File: config.mk
export PLATFORM = sky130hd
export DESIGN_NAME = mult_div_unit
export DESIGN_NICKNAME = d
export VERILOG_FILES = /design/src/rtl/mult_div_unit.sv
export SDC_FILE = /design/constraint.sdc
export NUM_CORES = 1
export LEC_CHECK = 0
export BUFFER_PORTS_ARGS = -buffer_cell sky130_fd_sc_hd__buf_2
export CORE_MARGIN = 4
export CORE_UTILIZATION = 50
export DETAILED_ROUTE_END_ITERATION = 6
export HOLD_SLACK_MARGIN = 0.05
export PLACE_DENSITY = 0.7
export SETUP_SLACK_MARGIN = 0.1
export SYNTH_ARGS = -nofsm -noshare
export SYNTH_HDL_FRONTEND = slang
export SYNTH_SLANG_ARGS = --single-unit
File: constraint.sdc
create_clock -name clk -period 7.8 [get_ports clk]
set_clock_uncertainty 0.2 [all_clocks]
set_input_delay 1.56 -clock clk [delete_from_list [all_inputs] [get_ports clk]]
set_output_delay 1.56 -clock clk [all_outputs]
set_load 0.01 [all_outputs]
File: src/rtl/mult_div_unit.sv
// Iterative HI/LO multiply/divide unit: shift-add multiply, restoring divide, one bit per cycle.
// Fixed 33-cycle latency (32 iterations + 1 sign-fix cycle); busy stalls dependent instructions.
module mult_div_unit #(
  parameter int WIDTH = 32
) (
  input  logic             clk,
  input  logic             reset,
  input  logic             start,
  input  logic [1:0]       op,
  input  logic [WIDTH-1:0] a,
  input  logic [WIDTH-1:0] b,
  input  logic             mthi,
  input  logic             mtlo,
  input  logic [WIDTH-1:0] wdata,
  input  logic             flush,
  output logic             busy,
  output logic             done,
  output logic [WIDTH-1:0] hi,
  output logic [WIDTH-1:0] lo
);

  localparam int CW = $clog2(WIDTH);

  typedef enum logic [1:0] {S_IDLE, S_COMPUTE, S_FIX} state_t;

  state_t             r_state;
  logic               r_busy;
  logic               r_done;
  logic [WIDTH-1:0]   r_hi;
  logic [WIDTH-1:0]   r_lo;
  logic [CW-1:0]      r_cnt;
  logic [2*WIDTH-1:0] r_acc;
  logic [WIDTH-1:0]   r_ma;
  logic [WIDTH-1:0]   r_mb;
  logic               r_div;
  logic               r_neg_q;
  logic               r_neg_r;

  // Multiply walks the multiplier MSB-first: acc = 2*acc + (bit ? |a| : 0).
  logic [2*WIDTH-1:0] w_mul_next;
  assign w_mul_next = {r_acc[2*WIDTH-2:0], 1'b0}
                    + {{WIDTH{1'b0}}, (r_mb[r_cnt] ? r_ma : {WIDTH{1'b0}})};

  // Divide keeps the partial remainder in the upper half and shifts quotient bits into the lower half.
  logic [WIDTH:0]     w_shift;
  logic               w_ge;
  logic [WIDTH-1:0]   w_sub;
  logic [2*WIDTH-1:0] w_div_next;
  assign w_shift    = {r_acc[2*WIDTH-1:WIDTH], r_ma[r_cnt]};
  assign w_ge       = (w_shift >= {1'b0, r_mb});
  assign w_sub      = w_shift[WIDTH-1:0] - r_mb;
  assign w_div_next = {(w_ge ? w_sub : w_shift[WIDTH-1:0]), r_acc[WIDTH-2:0], w_ge};

  logic [2*WIDTH-1:0] w_prod;
  logic [WIDTH-1:0]   w_q;
  logic [WIDTH-1:0]   w_r;
  logic [WIDTH-1:0]   w_hi;
  logic [WIDTH-1:0]   w_lo;
  assign w_prod = r_neg_q ? -r_acc : r_acc;
  assign w_q    = r_acc[WIDTH-1:0];
  assign w_r    = r_acc[2*WIDTH-1:WIDTH];
  // A zero divisor yields an all-ones quotient; the remainder already equals |a|, so sign-fixing restores a.
  assign w_hi   = r_div ? (r_neg_r ? -w_r : w_r) : w_prod[2*WIDTH-1:WIDTH];
  assign w_lo   = r_div ? ((r_mb == '0) ? {WIDTH{1'b1}} : (r_neg_q ? -w_q : w_q))
                        : w_prod[WIDTH-1:0];

  always_ff @(posedge clk) begin
    if (!reset) begin
      r_state <= S_IDLE;
      r_busy  <= 1'b0;
      r_done  <= 1'b0;
      r_hi    <= '0;
      r_lo    <= '0;
      r_cnt   <= '0;
      r_acc   <= '0;
      r_ma    <= '0;
      r_mb    <= '0;
      r_div   <= 1'b0;
      r_neg_q <= 1'b0;
      r_neg_r <= 1'b0;
    end else begin
      r_done <= 1'b0;
      if (flush && r_state != S_IDLE) begin
        r_state <= S_IDLE;
        r_busy  <= 1'b0;
      end else begin
        case (r_state)
          S_IDLE: begin
            if (start) begin
              if (!flush) begin
                r_ma    <= (op[0] && a[WIDTH-1]) ? -a : a;
                r_mb    <= (op[0] && b[WIDTH-1]) ? -b : b;
                r_div   <= op[1];
                r_neg_q <= op[0] & (a[WIDTH-1] ^ b[WIDTH-1]);
                r_neg_r <= op[0] & a[WIDTH-1];
                r_acc   <= '0;
                r_cnt   <= CW'(WIDTH - 1);
                r_state <= S_COMPUTE;
                r_busy  <= 1'b1;
              end
            end else begin
              if (mthi) r_hi <= wdata;
              if (mtlo) r_lo <= wdata;
            end
          end
          S_COMPUTE: begin
            r_acc <= r_div ? w_div_next : w_mul_next;
            if (r_cnt == '0) r_state <= S_FIX;
            else             r_cnt   <= r_cnt - 1'b1;
          end
          S_FIX: begin
            r_hi    <= w_hi;
            r_lo    <= w_lo;
            r_done  <= 1'b1;
            r_busy  <= 1'b0;
            r_state <= S_IDLE;
          end
          default: begin
            r_state <= S_IDLE;
            r_busy  <= 1'b0;
          end
        endcase
      end
    end
  end

  assign busy = r_busy;
  assign done = r_done;
  assign hi   = r_hi;
  assign lo   = r_lo;

endmodule

==> results.md, run 1 <==
- Status: completed
- Hold Fails Final Rpt: 0
- Unique masters post-synth: 80
- Critical path type: reg2reg
- Clock slew at reported path FFs: 0.06 ns
- Worst-path maximum fanout: 15
- Share of layout cells above drive strength 1: 13.4%
- GPL Wtd Cong: 0.947
- Crit path capture type: register
- Area of the multi-input gates: 10900 µm²
- Nets: 2289
- Finished Layout Cells: 2525
- Routed WL: 50600 µm
- GR Util All Layers: 28.1%
- Antenna violations before repair: 0
- Top sig layer: met4
- Number of global-route vias before repair: 14.3k
- Crit start category: register
- Critical path arrival: 6.53 ns
- Ant. Diodes: 0
- CTS buffer count: 23
- Clock Latency Late Sink: 0.53 ns
- Hpwl dp: 39100 µm
- Setup tns final: 0 ns
- Synthesis-stage register bit count: 204
- H-tree depth: 1
- Cells after DPL: 2484
- Pleak: 6.93 nW
- Ys flop type: dfxtp_1
- DRT met1 WL: 23600 µm
- WL/cell: 20.0 µm
- Slew margin rel.: 16.8%
- Die Ht: 186 µm
- TritonCTS clock tree: yes
- RSZ-0062 raised after global routing: false
- Post-synth top area share: 25.9%
- Post-DRT Antenna Nets: 0
- Worst Hold Class: reg2reg
- DR vias: 15.6k
- Area grow syn2layout: 10.7%
- I/O pin count: 170
- Largest cells by area after synthesis: dfxtp_1 (26%), xnor2_1 (6.7%), a21oi_1 (5.6%), ha_1 (5.6%), nor2_1 (4.9%)
- Most frequent cells in the layout: nor2_1 (206), dfxtp_1 (204), nand2_1 (190)
- Power per Cell Area: 160 nW/µm²
- Largest net degree at the start of global routing: 101
- CTS root buf: clkbuf_16
- Met3 wire len: 4380 µm
- # DRC: 0
- Quantity of gates resized following cts: 0
- Fin crit period: 6.36 ns
- FF+latch area: 4080 µm²
- Crit path required time: 7.97 ns
- Fmax: 157 MHz
- Yosys Warn Count: 0
- Initial DRC Count: 1449
- Syn_nets: 2239
- Core area: 30800 µm²
- Avg Vias per Cell: 6.19
- Worst slew pin tran: 1.25 ns
- Final setup viols: 0
- Hold_buf cts: 0
- Commonest non-fill, non-tap cell in the layout: nor2_1
- Post-synth EDFFs: 0
- DRT Pass-1 Iters: 6
- Synth Area per Inst: 7.65 µm²
- # fillers: 2984
- Post-CTS Repair Setup Buffers: 0
- Die X-Extent: 186 µm
- Seq/Total Area, Yosys: 25.9%
- Sink Count: 204
- Cells after Synth: 2063
- First-pass GRT wire length: 78600 µm
- DR WL met2: 20600 µm
- PortBufs: 169
- Cell Area, Synth: 15800 µm²
- Async set-or-reset flop fraction in the synthesized netlist: 0%
- Maximum VDD drop: 0.159 mV
- Tcrit/Tclk final: 81.6%
- Synth area leader: dfxtp_1
- Total congestion overflow: 0
- Site row count: 64
- Clk buf depth: 3
- Max-cap violations: 0
- Full die area: 34500 µm²
- Max Slew Vio Count: 0
- Initial Utilization: 51.2%
## where the power goes
part / switching, mW / total [mW] / internal (mW)
Clock: 0.456 / 1.17 / 0.711
Combinational: 0.296 / 0.494 / 0.197
Sequential: 0.0507 / 1.14 / 1.09
Total: 0.802 / 2.80 / 2.00
## per-layer routing
| layer | track usage [%] | up-vias |
|---|---|---|
| met5 | 0 | - |
| met4 | 10.2 | 0 |
| met3 | 3.11 | 102 |
| met2 | 41.6 | 714 |
| met1 | 42.2 | 7182 |
| li1 | - | 7632 |
## state kept, by name, indices dropped and copies added, names as in the netlist
name	count
busy	1
done	1
hi	32
lo	32
r_acc	64
r_cnt	5
r_div	1
r_ma	32
r_mb	32
r_neg_q	1
r_neg_r	1
r_state	2
## worst max-delay path, stage by stage (launching register included)
cell      delay (ns)
dfxtp_1         0.64
buf_4           0.32
mux4_2          0.52
mux4_2          0.49
mux2i_2         0.36
buf_4           0.30
nor2b_1         0.08
ha_1            0.21
fa_1            0.41
a21o_1          0.23
a311oi_1        0.34
nor2_1          0.14
nor4bb_1        0.48
o31a_1          0.33
a211o_1         0.45
and4bb_2        0.29
xor2_1          0.14
nor3b_1         0.21
a211oi_1        0.07
## metrics by stage
step | hold slack [ns] | utilization (%) | instance area [µm²] | setup WS [ns] | total power, mW
global route | 0.280 | 56.7 | 17500 | 0.974 | 2.90
CTS | 0.252 | 56.7 | 17500 | 1.41 | 2.81
global placement | 0.236 | 54.1 | 16700 | 1.58 | 1.64
detailed placement | 0.244 | 54.1 | 16700 | 1.47 | 1.65
floorplan | 0.237 | - | 15800 | 2.25 | 1.48
finish | 0.250 | 56.7 | 17500 | 1.44 | 2.80
## cells by family after synthesis
family / after synthesis / share of synthesized area (%)
mux: 51 / 4.85
xor+xnor: 190 / 10.5
fa+ha+maj: 72 / 5.81
simple gates: 697 / 21.8
compound gates: 621 / 25.6
buf+inv: 228 / 5.51
flops: 204 / 25.9
## Yosys cell counts (5+ instances only)
master	instances
o31ai_1	26
o21ai_1	5
a21o_1	26
o211ai_1	14
buf_1	10
nor3_1	34
o21ai_0	134
and4_1	5
o31a_1	5
nand3_1	46
xor2_1	70
a222oi_1	14
a211oi_1	57
a31oi_1	19
clkbuf_1	142
dfxtp_1	204
o41ai_1	11
o221ai_1	29
or3_1	27
nor4_2	5
a211o_1	8
or2_2	8
and2_1	12
buf_2	8
nor2b_1	42
mux4_2	20
or4_1	10
mux2i_1	27
xnor2_1	120
and3_1	17
a21oi_1	175
inv_1	66
ha_1	70
nor4_1	24
a311oi_1	22
nor2_1	207
nand2b_1	20
nor3b_1	5
nand2_1	190
nand4_1	22
a22oi_1	32
## worst paths after layout
check	cells after the start	end	from	slack, ns
setup / recovery	18	r_acc[63]	r_cnt[0]	1.44
hold / removal	2	lo[14]	lo[14]	0.25
setup reg to reg	18	r_acc[63]	r_cnt[0]	1.44
hold reg to reg	2	lo[14]	lo[14]	0.25
## final cells by class
type	count	area share [%]
clock buffer	30	3.67
clock inverter	11	0.924
inverter	67	1.45
multi-input combinational	1631	62.2
sequential	204	23.4
tap	396	2.84
timing repair buffer	186	5.57
No activity file was read; power rests on OpenSTA's default activity.
==> inputs of run 2 (changes only) <==
--- a/config.mk
+++ b/config.mk
@@ -5,12 +5,13 @@
 export SDC_FILE = /design/constraint.sdc
 export NUM_CORES = 1
 export LEC_CHECK = 0
+export ABC_AREA = 1
 export BUFFER_PORTS_ARGS = -buffer_cell sky130_fd_sc_hd__buf_2
 export CORE_MARGIN = 4
 export CORE_UTILIZATION = 50
 export DETAILED_ROUTE_END_ITERATION = 6
 export HOLD_SLACK_MARGIN = 0.05
-export PLACE_DENSITY = 0.7
+export PLACE_DENSITY = 0.69
 export SETUP_SLACK_MARGIN = 0.1
 export SYNTH_ARGS = -nofsm -noshare
 export SYNTH_HDL_FRONTEND = slang
==> constraint.sdc (replaced) <==
create_clock -name clk -period 6.5 [get_ports clk]
set_clock_uncertainty 0.2 [all_clocks]
set_input_delay 1.3 -clock clk [delete_from_list [all_inputs] [get_ports clk]]
set_output_delay 1.3 -clock clk [all_outputs]
set_load 0.01 [all_outputs]
==> run 2 against run 1 <==
  * The run now ends with design-rule violations left
  * Register-to-register slack lost 0.19 ns
  * First-iteration DRC count grew 90%
  * Area after synthesis grew 27%
  * Synthesized cell count grew 76%
  * Final cell count grew 68%
  * Flip-flop and latch count is the same
  * Hold slack gained 0.026 ns
  * Count of clock-buffer cells in the layout shrank 2
==> results.md, run 2 <==
- Status: complete, but fails checks
- Failing checks: design-rule violations
- CTS root buf: clkbuf_16
- Max-cap violations: 0 (unchanged)
- Clock slew at reported path FFs: 0.07 ns (about the same)
- Worst slew pin tran: 1.08 ns (-0.166 ns)
- Worst reg2reg startpoint: r_cnt[1]
- Worst Hold Class: reg2reg
- Crit start category: register
- Synth top cells by count: nand2_1 (1005), inv_1 (538), nor2_1 (368), a21oi_1 (343), nand3_1 (298)
- Clk buf depth: 3 (unchanged)
- Crit path capture type: register
- First-pass GRT wire length: 121000 µm (+53%)
- Nets: 3865 (+69%)
- Sw frac: 36.6% (+8.0 points)
- Initial Utilization: 50.5% (-0.64 points)
- CP Launch Point: r_cnt[1]
- Max Slew Vio Count: 0 (unchanged)
- Post-Place Cell Area: 21100 µm² (+26%)
- TritonCTS clock tree: yes
- Most frequent cells in the layout: nand2_1 (1005), inv_1 (536), nor2_1 (367)
- Part of the power in combinational logic: 30.8% (+13 points)
- Slew margin rel.: 27.7% (+11 points)
- Synth area leader: dfxtp_1
- Fin crit period: 5.25 ns (-1.11 ns)
- Maximum VDD drop: 0.157 mV (-1.2%)
- Synth Area per Inst: 5.53 µm² (-28%)
- Area of the multi-input gates: 13200 µm² (+22%)
- Unique masters post-synth: 49 (-39%)
- Avg Vias per Cell: 5.66 (-8.5%)
- CTS buffer count: 25 (+8.7%)
- Final setup viols: 0 (unchanged)
- # fillers: 4238 (+42%)
- GR Util All Layers: 34.2% (+6.1 points)
- Die Ht: 208 µm (+12%)
- Synthesis-stage register bit count: 204 (unchanged)
- GPL Wtd Cong: 1.02 (+8.0%)
- Fmax: 190 MHz (+21%)
- Yosys Warn Count: 0 (unchanged)
- Clock Latency Late Sink: 0.56 ns (+0.03 ns)
- R2R depth: 22 (+4)
- WL/cell: 18.3 µm (-8.5%)
- RSZ-0062 raised after global routing: false
- Crit path required time: 6.73 ns (-1.24 ns)
- Syn_nets: 3801 (+70%)
- DRT Pass-1 Iters: 7 (+1)
- Area grow syn2layout: 10.5%
- Most frequent cell after synthesis: nand2_1
- Post-synth top area share: 20.4% (-5.5 points)
- Largest net degree at the start of global routing: 99 (-2.0%)
- Hold Fails Final Rpt: 0 (unchanged)
- H-tree depth: 1 (unchanged)
- # DRC: 7 (+7)
- I/O pin count: 170 (unchanged)
- FF+latch area: 4090 µm² (about the same)
- Ys flop type: dfxtp_1
- Tcrit/Tclk final: 80.8% (-0.76 points)
- Commonest non-fill, non-tap cell in the layout: nand2_1
- Routed WL: 77600 µm (+53%)
- Full die area: 43300 µm² (+26%)
- Psw: 1.71 mW (+110%)
- Reg with most FFs: r_acc
- Post-DRT Antenna Nets: 0 (unchanged)
- Antenna violations before repair: 0 (unchanged)
- R2R setup slack: 1.25 ns (-0.19 ns)
- Total congestion overflow: 0 (unchanged)
- Number of global-route vias before repair: 21.9k (+53%)
- Ant. Diodes: 0 (unchanged)
- Hpwl dp: 61300 µm (+57%)
- Power share of the clock group: 38.3% (-3.4 points)
- Critical path arrival: 5.48 ns (-1.05 ns)
- Initial DRC Count: 2753 (+90%)
- DR vias: 24.0k (+53%)
- Pleak: 11.5 nW (+67%)
- Largest cells by area after synthesis: dfxtp_1 (20%), nand2_1 (19%), inv_1 (10%), a21oi_1 (8.6%), nand3_1 (7.4%)
- Seq/Total Area, Yosys: 20.4% (-5.5 points)
- Power per Cell Area: 212 nW/µm² (+32%)
- Die X-Extent: 208 µm (+12%)
- Fin area: 22100 µm² (+27%)
- Async set-or-reset flop fraction in the synthesized netlist: 0% (unchanged)
- Cells after DPL: 4187 (+69%)
- Sequential Power Share: 31.0% (-9.7 points)
- Cells after Synth: 3625 (+76%)
- PortBufs: 169 (unchanged)
- Quantity of gates resized following cts: 0 (unchanged)
- Internal: 2.97 mW (+49%)
- Sink Count: 204 (unchanged)
- Site row count: 73 (+14%)
- Finished Layout Cells: 4233 (+68%)
- Worst setup path endpoint: r_acc[37]
- Reg2reg end: r_acc[37]
- Critical path type: reg2reg
- Hold_buf cts: 0 (unchanged)
- Share of layout cells above drive strength 1: 8.41% (-5.0 points)
- Post-synth EDFFs: 0 (unchanged)
- Setup tns final: 0 ns (unchanged)
- Worst-path maximum fanout: 31 (+16)
- Largest register FFs: 64 (unchanged)
- Cell Area, Synth: 20000 µm² (+27%)
- Post-CTS Repair Setup Buffers: 0 (unchanged)
- Core area: 39600 µm² (+29%)
## run 2: cell count changes in the layout (fill, tap and decap cells not counted), moves of 55 or more
cell and change:
nor2_1 +161, nand3_1 +252, a21oi_1 +169, xnor2_1 -100, nand2_1 +815, o21ai_0 +107
a211oi_1 -55, inv_1 +470
## run 2: worst min-delay path by stage
stage	depth (start not counted)	from	endpoint	slack, ns
after detailed placement	2	busy	busy	0.27
after CTS	2	busy	busy	0.28
after global placement	2	busy	busy	0.25
final	2	busy	busy	0.28
after global routing	2	busy	busy	0.29
after floorplan	2	r_ma[31]	r_ma[31]	0.26
## run 2: cell type report
| class | count | share of cell area [%] |
|---|---|---|
| multi-input cells | 2714 | 59.8 |
| flip-flops and latches | 204 | 18.5 |
| inverters | 552 | 9.36 |
| repair buffers | 192 | 4.61 |
| clock buffers | 28 | 2.97 |
| well taps | 525 | 2.97 |
| clock inverters | 18 | 1.78 |
## run 2: worst max-delay path, cell delays in order (launching register included)
cell,delay (ns)
dfxtp_1,0.78
inv_1,0.47
a21oi_1,0.22
o21ai_0,0.11
nand3_1,0.10
nand3_1,0.08
nand4_1,0.10
nand2_1,0.62
nor2_1,0.44
ha_1,0.26
nand2_1,0.12
nor2_1,0.21
inv_1,0.06
nor2_1,0.32
nand4_1,0.17
nand3_1,0.25
nand2_1,0.10
nand2_1,0.07
nand2_1,0.04
a21oi_1,0.17
nor2_1,0.06
nor2_1,0.09
nor2_1,0.05
## run 2: kinds of logic after synthesis
family	synth area share [%]
buf+inv	13.6
xor+xnor	3.37
compound gates	18.8
flops	20.4
simple gates	39.3
fa+ha+maj	4.57
## run 2: layer usage
metal	GRT usage (%)	vias up	share of wire, %	routed length [µm]
met3	4.64	287	9.9	7700
met1	45.8	10500	41	31900
met2	53.1	1337	42	32800
met4	19.1	0	6.8	5250
li1	-	11800	-	-
met5	0	-	0	0
## run 2: metrics by stage
step	hold WS, ns	total power [mW]	setup WS, ns	util (%)
after floorplan	0.255	2.42	3.14	-
after global placement	0.251	2.88	1.44	53.2
after detailed placement	0.269	2.88	1.43	53.2
after CTS	0.280	4.66	1.37	55.8
after global routing	0.293	4.90	0.835	55.8
final	0.276	4.68	1.25	55.8
## run 2: power groups by stage
| stage | logic (mW) | clock network (mW) | registers, mW |
|---|---|---|---|
| 2_1_floorplan | 0.968 | 0 | 1.45 |
| 3_3_place_gp | 1.41 | 0 | 1.47 |
| 3_5_place_dp | 1.41 | 0 | 1.47 |
| 4_1_cts | 1.41 | 1.80 | 1.44 |
| 5_1_grt | 1.59 | 1.85 | 1.46 |
| 6_report | 1.44 | 1.79 | 1.45 |
==> inputs of run 3 (changes only) <==
--- a/config.mk
+++ b/config.mk
@@ -5,13 +5,13 @@
 export SDC_FILE = /design/constraint.sdc
 export NUM_CORES = 1
 export LEC_CHECK = 0
-export ABC_AREA = 1
+export ABC_AREA = 0
 export BUFFER_PORTS_ARGS = -buffer_cell sky130_fd_sc_hd__buf_2
 export CORE_MARGIN = 4
 export CORE_UTILIZATION = 50
 export DETAILED_ROUTE_END_ITERATION = 6
 export HOLD_SLACK_MARGIN = 0.05
-export PLACE_DENSITY = 0.69
+export PLACE_DENSITY = 0.72
 export SETUP_SLACK_MARGIN = 0.1
 export SYNTH_ARGS = -nofsm -noshare
 export SYNTH_HDL_FRONTEND = slang
==> constraint.sdc (replaced) <==
create_clock -name clk -period 4.3 [get_ports clk]
set_clock_uncertainty 0.2 [all_clocks]
set_input_delay 0.86 -clock clk [delete_from_list [all_inputs] [get_ports clk]]
set_output_delay 0.86 -clock clk [all_outputs]
set_load 0.01 [all_outputs]
==> run 3 against run 2 <==
  * The run ends with negative setup slack left
  * Cell area is 7.8% lower
  * Critical path depth down 1
  * First-iteration DRC count decreased by 31%
  * Critical endpoint is now r_acc[56]
  * Highest routed layer unchanged
==> results.md, run 3 (synthesized netlist as in run 1, its figures left out) <==
- Status: complete, but fails checks
- Failing checks: negative setup slack
- Share of layout cells above drive strength 1: 27.3% (+19 points)
- WHS Path Cells: 2 (unchanged)
- Clock slew at reported path FFs: 0.07 ns (about the same)
- Pleak: 8.56 nW (-26%)
- Hold Path Origin: lo[25]
- Hold Fails Final Rpt: 0 (unchanged)
- Cells after DPL: 2702 (-35%)
- Worst slew pin tran: 1.13 ns (+0.0464 ns)
- Area grow syn2layout: 29.3%
- Reg2reg end: r_acc[56]
- RSZ-0062 raised after global routing: true
- CTS buffer count: 22 (-12%)
- M3 GR Usage: 3.54% (-1.1 points)
- Ant. Diodes: 0 (unchanged)
- Fmax: 204 MHz (+7.3%)
- Total congestion overflow: 0 (unchanged)
- Hpwl dp: 41300 µm (-33%)
- DRT Pass-1 Iters: 7 (unchanged)
- Clock Latency Late Sink: 0.52 ns (-0.04 ns)
- H-tree depth: 1 (unchanged)
- Antenna violations before repair: 0 (unchanged)
- Number of global-route vias before repair: 15.7k (-29%)
- Slowest stage delay, CP: 0.52 ns (-0.26 ns)
- Critical path type: reg2reg
- Worst Hold Path EP: lo[25]
- Tcrit/Tclk final: 114% (+33 points)
- Crit path required time: 4.51 ns (-2.22 ns)
- Worst Hold Class: reg2reg
- Core area: 30800 µm² (-22%)
- # DRC: 0 (-7)
- Routed WL: 54700 µm (-30%)
- DR vias: 16.9k (-29%)
- Die X-Extent: 186 µm (-11%)
- Most frequent cells in the layout: buf_4 (250), dfxtp_1 (203), nor2_1 (202)
- GPL Wtd Cong: 0.958 (-6.3%)
- Crit path capture type: register
- Die Ht: 186 µm (-11%)
- Slew margin rel.: 24.8% (-2.9 points)
- Power per Cell Area: 264 nW/µm² (+25%)
- Max Slew Vio Count: 0 (unchanged)
- Most used routing layer: met2
- Initial Utilization: 51.2% (+0.64 points)
- Worst-path maximum fanout: 8 (-74%)
- Critical path arrival: 5.11 ns (-0.37 ns)
- Final setup viols: 53 (+53)
- Post-DRT Antenna Nets: 0 (unchanged)
- Slowest CP cell: mux4_2
- Met1 usage: 44.1% (-1.7 points)
- Finished Layout Cells: 2787 (-34%)
- Crit start category: register
- R2R setup slack: -0.60 ns (-1.84 ns)
- GR Util All Layers: 29.9% (-4.2 points)
- CTS root buf: clkbuf_16
- WL/cell: 19.6 µm (+7.0%)
- PortBufs: 169 (unchanged)
- Maximum VDD drop: 0.230 mV (+47%)
- Met2 Resource Use GR: 45.8% (-7.4 points)
- Clk buf depth: 3 (unchanged)
- CP cell instances: buf_12 > mux4_2 > mux4_2 > mux2i_4 > buf_12 > buf_12 > buf_6 > buf_6 > nor2b_4 > ha_4 > a21o_1 > a221o_1 > a21oi_2 > a31oi_4 > a31o_4 > a21oi_4 > buf_6 > nor4_2 > xnor2_1 > nand2b_1 > a22o_1
- I/O pin count: 170 (unchanged)
- Full die area: 34500 µm² (-20%)
- Sink Count: 204 (unchanged)
- First-pass GRT wire length: 84500 µm (-30%)
- Worst reg2reg startpoint: r_cnt[0]
- Setup ws final: -0.596 ns (-1.84 ns)
- Largest register FFs: 64 (unchanged)
- TritonCTS clock tree: yes
- Max-cap violations: 0 (unchanged)
- Initial DRC Count: 1887 (-31%)
- Site row count: 64 (-12%)
- Setup tns final: -22.32 ns (-22.32 ns)
- Reg with most FFs: r_acc
- Avg Vias per Cell: 6.08 (+7.4%)
- Largest net degree at the start of global routing: 97 (-2.0%)
- Nets: 2551 (-34%)
- R2R depth: 21 (-4.5%)
- Fin crit period: 4.90 ns (-0.356 ns)
- Commonest non-fill, non-tap cell in the layout: buf_4
==> run 3: cell count changes in the layout (fill, tap and decap cells not counted), moves of 54 or more <==
cell / change
a211oi_1: +54
nand2_1: -819
o21ai_0: -148
xnor2_1: +90
a21oi_1: -189
inv_1: -470
buf_4: +226
nor2_1: -165
nand3_1: -254
==> run 3: per-stage QoR <==
step	total power, mW	hold slack, ns	setup WS [ns]	util [%]	area, µm²
finish	5.39	0.248	-0.596	66.2	20400
global route	5.59	0.273	-0.774	66.2	20400
CTS	5.37	0.251	-0.583	64.6	19900
detailed placement	3.15	0.244	-0.819	59.8	18400
global placement	3.12	0.238	-0.670	59.8	18400
floorplan	2.70	0.237	-0.418	-	15900
==> run 3: routing by layer <==
metal | up-vias | routed length (µm) | part of all wire, %
met5 | - | 0 | 0
met4 | 0 | 1920 | 3.5
met3 | 124 | 4940 | 9.0
met2 | 843 | 23300 | 43
met1 | 7823 | 24500 | 45
li1 | 8157 | - | -
==> run 3: layout make-up <==
| class | count | area, µm² |
|---|---|---|
| inverter | 67 | 254 |
| sequential | 204 | 4090 |
| multi-input combinational | 1631 | 11600 |
| clock inverter | 9 | 176 |
| clock buffer | 31 | 676 |
| timing repair buffer | 449 | 3110 |
| fill | 2610 | 10400 |
| tap | 396 | 495 |
==> run 3: worst max-delay path by stage <==
stage / from / end / slack [ns]
3_5_place_dp: r_cnt[0] / r_acc[51] / -0.82
6_report: r_cnt[0] / r_acc[56] / -0.60
3_3_place_gp: r_cnt[0] / r_acc[45] / -0.67
2_1_floorplan: r_cnt[0] / r_acc[57] / -0.42
5_1_grt: r_cnt[0] / r_acc[23] / -0.77
4_1_cts: r_cnt[0] / r_acc[63] / -0.58
==> run 3: power by group <==
part	switching, mW	internal [mW]	total (mW)
combinational	0.639	0.512	1.15
clock	0.820	1.39	2.21
sequential	0.0556	1.97	2.03
==> run 3: critical path: cells and delay by family, from the launching register on <==
kind                       cells  cell delay, ns
and+or+nand+nor                3            0.17
AOI/OAI and AO/OA              7            1.65
DFF                            1            0.37
xor gates and xnor gates       1            0.19
adders and majority gates      1            0.24
buffers and inverters          6            0.76
muxes                          3            1.21
==> run 3: timing repair <==
item,4_1_cts,5_1_grt
hold buffers,0,0
endpoints found under the setup margin,55,58
buffers inserted,27,21
pin swaps,76,75
gates resized for setup,107,80
hold endpoints to repair,0,0
